**config.mk**
```make
export PLATFORM = sky130hd
export DESIGN_NAME = cla_addsub_pipe_flat
export DESIGN_NICKNAME = d
export VERILOG_FILES = /design/src/rtl/cla_addsub_pipe_if.sv /design/src/rtl/cla_addsub_pipe.sv /design/src/flat_wrapper.sv
export SDC_FILE = /design/constraint.sdc
export NUM_CORES = 1
export LEC_CHECK = 0
export CORE_MARGIN = 2
export CORE_UTILIZATION = 42
export CTS_CLUSTER_DIAMETER = 30
export DETAILED_ROUTE_END_ITERATION = 16
export PLACE_DENSITY = 0.73
export SKIP_CTS_REPAIR_TIMING = 1
export SYNTH_ARGS = -nofsm -noshare
export SYNTH_HDL_FRONTEND = slang
export SYNTH_SLANG_ARGS = --single-unit
```
**constraint.sdc**
```tcl
create_clock -name CLK -period 6.9 [get_ports CLK]
set_input_delay 2.07 -clock CLK [delete_from_list [all_inputs] [get_ports CLK]]
set_output_delay 2.07 -clock CLK [all_outputs]
set_load 0.01 [all_outputs]
```
**src/rtl/cla_addsub_pipe_if.sv**
```systemverilog
// Handshake and data bundle for cla_addsub_pipe: operand beat in, result beat out.
// master drives operands and OUT_READY; slave is the adder/subtractor itself.
interface cla_addsub_pipe_if #(
  parameter int WIDTH = 15
);
  logic             IN_VALID;
  logic             IN_READY;
  logic             ADDSUB;
  logic [WIDTH-1:0] A;
  logic [WIDTH-1:0] B;
  logic             OUT_VALID;
  logic             OUT_READY;
  logic [WIDTH-1:0] SUM;
  logic             COUT;
  logic             OVF;
  logic             ZERO;
  logic             NEG;

  modport master (
    output IN_VALID, ADDSUB, A, B, OUT_READY,
    input  IN_READY, OUT_VALID, SUM, COUT, OVF, ZERO, NEG
  );

  modport slave (
    input  IN_VALID, ADDSUB, A, B, OUT_READY,
    output IN_READY, OUT_VALID, SUM, COUT, OVF, ZERO, NEG
  );
endinterface

```
**src/rtl/cla_addsub_pipe.sv**
```systemverilog
// Two-stage pipelined carry-lookahead adder/subtractor with valid/ready flow control.
// Optional macro CLA_ADDSUB_SATURATE_EN clamps SUM on signed overflow.
module cla_addsub_pipe #(
  parameter int WIDTH = 15,
  parameter int GROUP = 3
) (
  input logic            CLK,
  input logic            RST_N,
  cla_addsub_pipe_if.slave bus
);

  localparam int NG = (WIDTH + GROUP - 1) / GROUP;

  logic             s1_valid_q, s1_valid_d;
  logic             s1_cin_q, s1_cin_d;
  logic [WIDTH-1:0] s1_p_q, s1_p_d;
  logic [WIDTH-1:0] s1_g_q, s1_g_d;
  logic [NG-1:0]    s1_gp_q, s1_gp_d;
  logic [NG-1:0]    s1_gg_q, s1_gg_d;

  logic             out_valid_q, out_valid_d;
  logic [WIDTH-1:0] sum_q, sum_d;
  logic             cout_q, cout_d;
  logic             ovf_q, ovf_d;
  logic             zero_q, zero_d;
  logic             neg_q, neg_d;

  logic             s2_load;
  logic             in_ready;
  logic [WIDTH-1:0] b_eff, p_in, g_in;
  logic [NG-1:0]    gp_in, gg_in;
  logic [NG:0]      grp_c;
  logic             c_acc, p_acc, c_run;
  logic [WIDTH-1:0] bit_c;
  logic [WIDTH-1:0] raw_sum, final_sum;
  logic             raw_ovf;

  // Stage 2 can take a new beat when empty or when its result leaves this cycle.
  assign s2_load      = !out_valid_q || bus.OUT_READY;
  assign in_ready     = !s1_valid_q || s2_load;
  assign bus.IN_READY = in_ready;

  always_comb begin
    b_eff = bus.B ^ {WIDTH{bus.ADDSUB}};
    p_in  = bus.A ^ b_eff;
    g_in  = bus.A & b_eff;
    gp_in = '1;
    gg_in = '0;
    for (int i = 0; i < WIDTH; i++) begin
      gg_in[i/GROUP] = g_in[i] | (p_in[i] & gg_in[i/GROUP]);
      gp_in[i/GROUP] = gp_in[i/GROUP] & p_in[i];
    end
  end

  always_comb begin
    s1_valid_d = s1_valid_q;
    s1_cin_d   = s1_cin_q;
    s1_p_d     = s1_p_q;
    s1_g_d     = s1_g_q;
    s1_gp_d    = s1_gp_q;
    s1_gg_d    = s1_gg_q;
    if (in_ready) begin
      s1_valid_d = bus.IN_VALID;
      if (bus.IN_VALID) begin
        s1_cin_d = bus.ADDSUB;
        s1_p_d   = p_in;
        s1_g_d   = g_in;
        s1_gp_d  = gp_in;
        s1_gg_d  = gg_in;
      end
    end
  end

  // Each group carry is a flat sum-of-products over lower groups and carry-in.
  always_comb begin
    grp_c    = '0;
    grp_c[0] = s1_cin_q;
    c_acc    = 1'b0;
    p_acc    = 1'b0;
    for (int k = 0; k < NG; k++) begin
      c_acc = s1_gg_q[k];
      p_acc = s1_gp_q[k];
      for (int j = NG - 1; j >= 0; j--) begin
        if (j < k) begin
          c_acc = c_acc | (p_acc & s1_gg_q[j]);
          p_acc = p_acc & s1_gp_q[j];
        end
      end
      grp_c[k+1] = c_acc | (p_acc & s1_cin_q);
    end
  end

  always_comb begin
    bit_c   = '0;
    raw_sum = '0;
    c_run   = 1'b0;
    for (int i = 0; i < WIDTH; i++) begin
      if (i % GROUP == 0) c_run = grp_c[i/GROUP];
      bit_c[i]   = c_run;
      raw_sum[i] = s1_p_q[i] ^ c_run;
      c_run      = s1_g_q[i] | (s1_p_q[i] & c_run);
    end
    raw_ovf   = bit_c[WIDTH-1] ^ grp_c[NG];
    final_sum = raw_sum;
`ifdef CLA_ADDSUB_SATURATE_EN
    // On overflow both operand MSBs agree, so g at the MSB equals the sign of A.
    if (raw_ovf)
      final_sum = s1_g_q[WIDTH-1] ? {1'b1, {(WIDTH-1){1'b0}}} : {1'b0, {(WIDTH-1){1'b1}}};
`endif
  end

  always_comb begin
    out_valid_d = out_valid_q;
    sum_d       = sum_q;
    cout_d      = cout_q;
    ovf_d       = ovf_q;
    zero_d      = zero_q;
    neg_d       = neg_q;
    if (s2_load) begin
      out_valid_d = s1_valid_q;
      if (s1_valid_q) begin
        sum_d  = final_sum;
        cout_d = grp_c[NG];
        ovf_d  = raw_ovf;
        zero_d = (final_sum == '0);
        neg_d  = final_sum[WIDTH-1];
      end
    end
  end

  always_ff @(posedge CLK or negedge RST_N) begin
    if (!RST_N) begin
      s1_valid_q  <= 1'b0;
      s1_cin_q    <= 1'b0;
      s1_p_q      <= '0;
      s1_g_q      <= '0;
      s1_gp_q     <= '0;
      s1_gg_q     <= '0;
      out_valid_q <= 1'b0;
      sum_q       <= '0;
      cout_q      <= 1'b0;
      ovf_q       <= 1'b0;
      zero_q      <= 1'b0;
      neg_q       <= 1'b0;
    end else begin
      s1_valid_q  <= s1_valid_d;
      s1_cin_q    <= s1_cin_d;
      s1_p_q      <= s1_p_d;
      s1_g_q      <= s1_g_d;
      s1_gp_q     <= s1_gp_d;
      s1_gg_q     <= s1_gg_d;
      out_valid_q <= out_valid_d;
      sum_q       <= sum_d;
      cout_q      <= cout_d;
      ovf_q       <= ovf_d;
      zero_q      <= zero_d;
      neg_q       <= neg_d;
    end
  end

  assign bus.OUT_VALID = out_valid_q;
  assign bus.SUM       = sum_q;
  assign bus.COUT      = cout_q;
  assign bus.OVF       = ovf_q;
  assign bus.ZERO      = zero_q;
  assign bus.NEG       = neg_q;

endmodule

```
**src/flat_wrapper.sv**
```systemverilog
// flat-port wrapper written by rule: the top's interface ports become plain ports
module cla_addsub_pipe_flat 
#(
  parameter int WIDTH = 15,
  parameter int GROUP = 3
)
  (CLK, RST_N, bus_IN_VALID, bus_ADDSUB, bus_A, bus_B, bus_OUT_READY, bus_IN_READY, bus_OUT_VALID, bus_SUM, bus_COUT, bus_OVF, bus_ZERO, bus_NEG);
  cla_addsub_pipe_if #(.WIDTH(WIDTH)) bus_i ();
  input logic CLK;
  input logic RST_N;
  input wire logic [$bits(bus_i.IN_VALID)-1:0] bus_IN_VALID;
  input wire logic [$bits(bus_i.ADDSUB)-1:0] bus_ADDSUB;
  input wire logic [$bits(bus_i.A)-1:0] bus_A;
  input wire logic [$bits(bus_i.B)-1:0] bus_B;
  input wire logic [$bits(bus_i.OUT_READY)-1:0] bus_OUT_READY;
  output wire logic [$bits(bus_i.IN_READY)-1:0] bus_IN_READY;
  output wire logic [$bits(bus_i.OUT_VALID)-1:0] bus_OUT_VALID;
  output wire logic [$bits(bus_i.SUM)-1:0] bus_SUM;
  output wire logic [$bits(bus_i.COUT)-1:0] bus_COUT;
  output wire logic [$bits(bus_i.OVF)-1:0] bus_OVF;
  output wire logic [$bits(bus_i.ZERO)-1:0] bus_ZERO;
  output wire logic [$bits(bus_i.NEG)-1:0] bus_NEG;
  assign bus_i.IN_VALID = bus_IN_VALID;
  assign bus_i.ADDSUB = bus_ADDSUB;
  assign bus_i.A = bus_A;
  assign bus_i.B = bus_B;
  assign bus_i.OUT_READY = bus_OUT_READY;
  assign bus_IN_READY = bus_i.IN_READY;
  assign bus_OUT_VALID = bus_i.OUT_VALID;
  assign bus_SUM = bus_i.SUM;
  assign bus_COUT = bus_i.COUT;
  assign bus_OVF = bus_i.OVF;
  assign bus_ZERO = bus_i.ZERO;
  assign bus_NEG = bus_i.NEG;
  cla_addsub_pipe #(.WIDTH(WIDTH), .GROUP(GROUP)) u_core (.CLK(CLK), .RST_N(RST_N), .bus(bus_i));
endmodule
```
# After elaboration in Yosys (flattened, before gate mapping)
# Cells that the tools add are included.
# W data, S select, Z words.
[op_classes] n_bitwise=109 reduce_logical=7
[op_table] cell="$and A1 B1 Y1" count=55
[op_table] cell="$or A1 B1 Y1" count=35
[op_table] cell="$xor A15 B15 Y15" count=2
[op_table] cell="$xor A1 B1 Y1" count=16
[op_table] cell="$and A15 B15 Y15" count=1
[op_table] cell="$logic_not A15 Y1" count=1
[op_table] cell="$reduce_and A2 Y1" count=2
[op_table] cell="$logic_not A1 Y1" count=2
[op_table] cell="$logic_or A1 B1 Y1" count=2
[word_totals] reg_bits=61 input_bits=35 output_inout_bits=21 wordCells=128

# Depth between registers and ports, before layout
[depth] depth_word=11 mapped_depth=10 mapped_depth_nobuf=10

# Least setup slack after synthesis
# OpenSTA, ideal clock, no wires.
[synth_timing] path_type="in2out" startpoint="in bus_OUT_READY" endpoint="out bus_IN_READY" t_arrival_ns=2.324 required_time_ns=4.830 setup_slack_ns=2.506 path_stages=1 n_path_buf=0 path_cell_list="nand3b_2"
[synth_via] elab_chain_cells=2
[synth_lines] element="from (decl)" line="flat_wrapper.sv:15" source="input wire logic [$bits(bus_i.OUT_READY)-1:0] bus_OUT_READY;"
[synth_lines] element="$logic_or A1 B1 Y1" line="cla_addsub_pipe.sv:39" source="assign s2_load = !out_valid_q || bus.OUT_READY;"
[synth_lines] element="$logic_or A1 B1 Y1" line="cla_addsub_pipe.sv:40" source="assign in_ready = !s1_valid_q || s2_load;"
[synth_lines] element="to (decl)" line="flat_wrapper.sv:16" source="output wire logic [$bits(bus_i.IN_READY)-1:0] bus_IN_READY;"
# Every way passes these cells.

# Final worst setup path
# Same ends and word-level chain as after synthesis.

==> flow_metrics.py <==
metrics = {
    "run_status": {
        "status": "finished, final reports clean",
    },
    "drt": {
        "number_of_detailed_route_iterations_in_the_first_pass": 4,
        "initialDrtViolationCount": 109,
        "detail_route.drc_violations": 0,
        "drt-total-wl_um": 5005,
        "drt-wirelength-per-cell_um": 13.83,
        "route.antenna.remaining_nets": 0,
        "vias_per_cell": 5.075,
        "num_vias": 1837,
    },
    "synthesis": {
        "post_synth_instance_area_um2": 2838,
        "yosys_warnings": 0,
        "post-synth-top-area-cell": "dfrtp_1",
        "post_synth_main_area_contributors": "dfrtp_1 (49%), ha_1 (11%), mux2_1 (11%), xor2_1 (5.9%), mux2_2 (4.0%)",
        "yosysSeqAreaShare_pct": 49.38,
        "post-synth-top-area-fraction_pct": 49.38,
        "synth_cell_type_count": 31,
        "post_synth.cell_area_avg_um2": 12.34,
        "synth_seq_cells": 56,
        "syn_inst_count": 230,
        "syn-num-nets": 290,
    },
    "cts": {
        "buffer_type_at_the_clock_tree_root": "clkbuf_8",
        "clock_insertion_delay_worst_skew_ns": 0.31,
        "cts.htree.levels": 2,
        "worst_setup_hold_path_clk_slew_ns": 0.10,
        "number_of_buffers_inserted_during_clock_tree_synthesis": 5,
        "cts_num_sinks": 56,
        "clock_tree.buffer_depth": 2,
        "tritoncts": "done",
    },
    "placement": {
        "detailedPlace.worstSlack_ns": 1.582,
        "place.gp.congestion": 0.7545,
        "port-buffer-count": 55,
        "place_hpwl_um": 3789,
    },
    "global_routing": {
        "grt_start_max_net_pins": 57,
        "grt_antenna_before_repair": 0,
        "grt_remaining_overflow": 0,
        "number_of_global_route_vias_before_repair": 1864,
        "globalRouteTotalUtil_pct": 14.42,
        "grt_first_pass_wirelength_um": 8597,
    },
    "critical_path": {
        "r2r-end": "u_core.bus.ZERO",
        "timing.rr.start": "u_core.s1_cin_q",
        "worst_ep_required_time_ns": 4.83,
        "timing.critical_path.fanout_max": 3,
        "worst_r2r_path_depth": 9,
        "critPathArrivalTime_ns": 3.25,
        "regToRegSetupSlack_ns": 4.16,
        "worstSetupEndpointType": "primary output",
        "critPathLaunchType": "primary input",
        "critPathKind": "in -> out",
    },
    "die": {
        "floorplan.die.height_um": 86.20,
        "core.rowCount": 29,
        "die_w_um": 86.20,
        "pin_count": 56,
        "design.die.area_um2": 7430,
        "initial_utilization_pct": 43.94,
        "core_region_area_um2": 6459,
    },
    "sta": {
        "clock_skew_ns": 0.006006,
        "timing_max_transition_violations_final": 0,
        "finalWorstPathRequiredPeriod_ns": 5.319,
        "timing_worst_slew_pin_value_ns": 0.9398,
        "finalSetupViolations": 0,
        "layout_setup_ws_ns": 1.581,
        "unrepaired_setup_endpoints_after_global_routing": "false",
        "maxSlewHeadroom_pct": 37.15,
        "totalNegativeSetupSlack_ns": 0,
        "report.final.hold_viol_count": 0,
        "final_min_period_over_clock_period_pct": 77.09,
        "hold-worst-slack_ns": 0.4919,
        "fmax_mhz": 188.0,
    },
    "pwr": {
        "power_density_nw_per_um2": 291.3,
        "fin_total_pwr_uw": 1023,
        "leakagePower_uw": 0.001605,
        "ir_drop_mv": 0.1380,
    },
    "run": {
        "max_cap_violations": 0,
    },
    "cells_and_area": {
        "fin_util_pct": 54.36,
        "area_delta_synth_final_pct": 23.72,
        "fillCellCount": 579,
        "final_net_count": 344,
        "layout-drive-gt1-share_pct": 10.53,
        "antenna-diode-count": 0,
    },
    "hold_path": {
        "timing.hold.worst_endpoint": "u_core.s1_gp_q[2]",
        "worst_hold_startpoint": "u_core.s1_gp_q[2]",
        "hold_class": "reg -> reg",
        "min_path_cells": 2,
    },
}
==> power by group <==
part | internal [uW] | total, uW | leakage (uW) | switching [uW]
logic | 210 | 370 | 0.000875 | 160
registers | 417 | 470 | 0.000685 | 52.9
clock network | 82.1 | 183 | 0.0000455 | 101
total | 709 | 1020 | 0.00161 | 314
==> placed cells by master, fill, tap and decap left out <==
cell             instances
clkbuf_8                 6
and4b_1                  1
mux2_1                  27
nor2_1                   8
o21bai_1                 1
a21o_1                   7
nor2_2                   1
nand2_4                  1
a221o_1                  1
nand2_2                  1
xor2_1                  19
clkdlybuf4s50_1         54
nand3b_2                 1
a211oi_2                 1
clkbuf_1                 2
nor3_1                   2
buf_2                    1
nand2_1                 17
nand4_1                  1
mux2_2                  10
dfrtp_1                 56
a21o_2                   1
nand2b_1                 3
o21ai_1                  2
nor4_1                   2
o41ai_2                  1
o21ai_0                 15
nand3_1                  6
xnor2_1                  1
a21oi_1                  5
or2_2                    5
ha_1                    25
buf_4                    1
==> how the worst max path moves through the flow <==
stage | start | endpoint | slack, ns | cells past startpoint
floorplan | bus_OUT_READY | bus_IN_READY | 2.51 | 1
global placement | bus_OUT_READY | bus_IN_READY | 1.60 | 3
detailed placement | bus_OUT_READY | bus_IN_READY | 1.58 | 3
CTS | bus_OUT_READY | bus_IN_READY | 1.58 | 3
global route | bus_OUT_READY | bus_IN_READY | 1.54 | 3
finish | bus_OUT_READY | bus_IN_READY | 1.58 | 3
==> routing by layer <==
metal | track usage [%] | share of wire, % | up-vias | wire (um)
met3 | 3.238 | 3.4 | 2 | 170
met4 | 3.409 | 0.60 | 0 | 30
met2 | 22.13 | 46 | 35 | 2324
met5 | 0 | 0 | - | 0
li1 | - | - | 915 | -
met1 | 21.02 | 50 | 885 | 2480
==> cell type report <==
cell class	instances	area [um2]	area share, %
Timing Repair Buffer	56	553.0	15.75
Sequential cell	56	1401	39.91
Clock buffer	8	90.09	2.566
Multi-Input combinational cell	165	1370	39.02
Tap cell	77	96.34	2.744
==> Yosys cell counts <==
cell      instances
nand2b_1          3
a21o_2            1
nand2_2           1
xor2_1           19
and4b_1           1
nor2_1            8
nand3b_2          1
a221o_1           1
nand3_1           6
o21ai_0          15
mux2_1           27
nand2_4           1
nor4_1            2
nor2_2            1
a21oi_1           5
a211oi_2          1
nand4_1           1
or2_2             5
xnor2_1           1
buf_4             1
buf_2             5
mux2_2           10
nand2_1          17
o41ai_2           1
o21bai_1          1
buf_6             3
a21o_1            7
dfrtp_1          56
nor3_1            2
o21ai_1           2
ha_1             25
==> critical path, stage by stage <==
cell and delay, ns:
clkdlybuf4s50_1 0.47, nand3b_2 0.16, clkdlybuf4s50_1 0.55
==> logic make-up after synthesis <==
kind of cell / count (synthesis) / share of synthesized area [%]
DFF: 56 / 49.38
and+or+nand+nor: 49 / 8.731
muxes: 37 / 14.68
AOI/OAI and AO/OA: 34 / 7.672
adders and majority gates: 25 / 11.02
xor gates and xnor gates: 20 / 6.173
buffers and inverters: 9 / 2.337
==> flip-flops by register name (all words and copies together) (netlist names), 5 cells and up <==
signal,count
u_core.bus.SUM,14
u_core.s1_p_q,15
u_core.s1_gp_q,5
u_core.s1_g_q,10
u_core.s1_gg_q,5
==> stage by stage <==
step	area, um2	instances
6_report	3511	362
5_1_grt	3511	362
3_3_place_gp	3421	354
2_1_floorplan	2838	230
4_1_cts	3511	362
3_5_place_dp	3421	354
No activity file was read; power rests on OpenSTA's default activity.
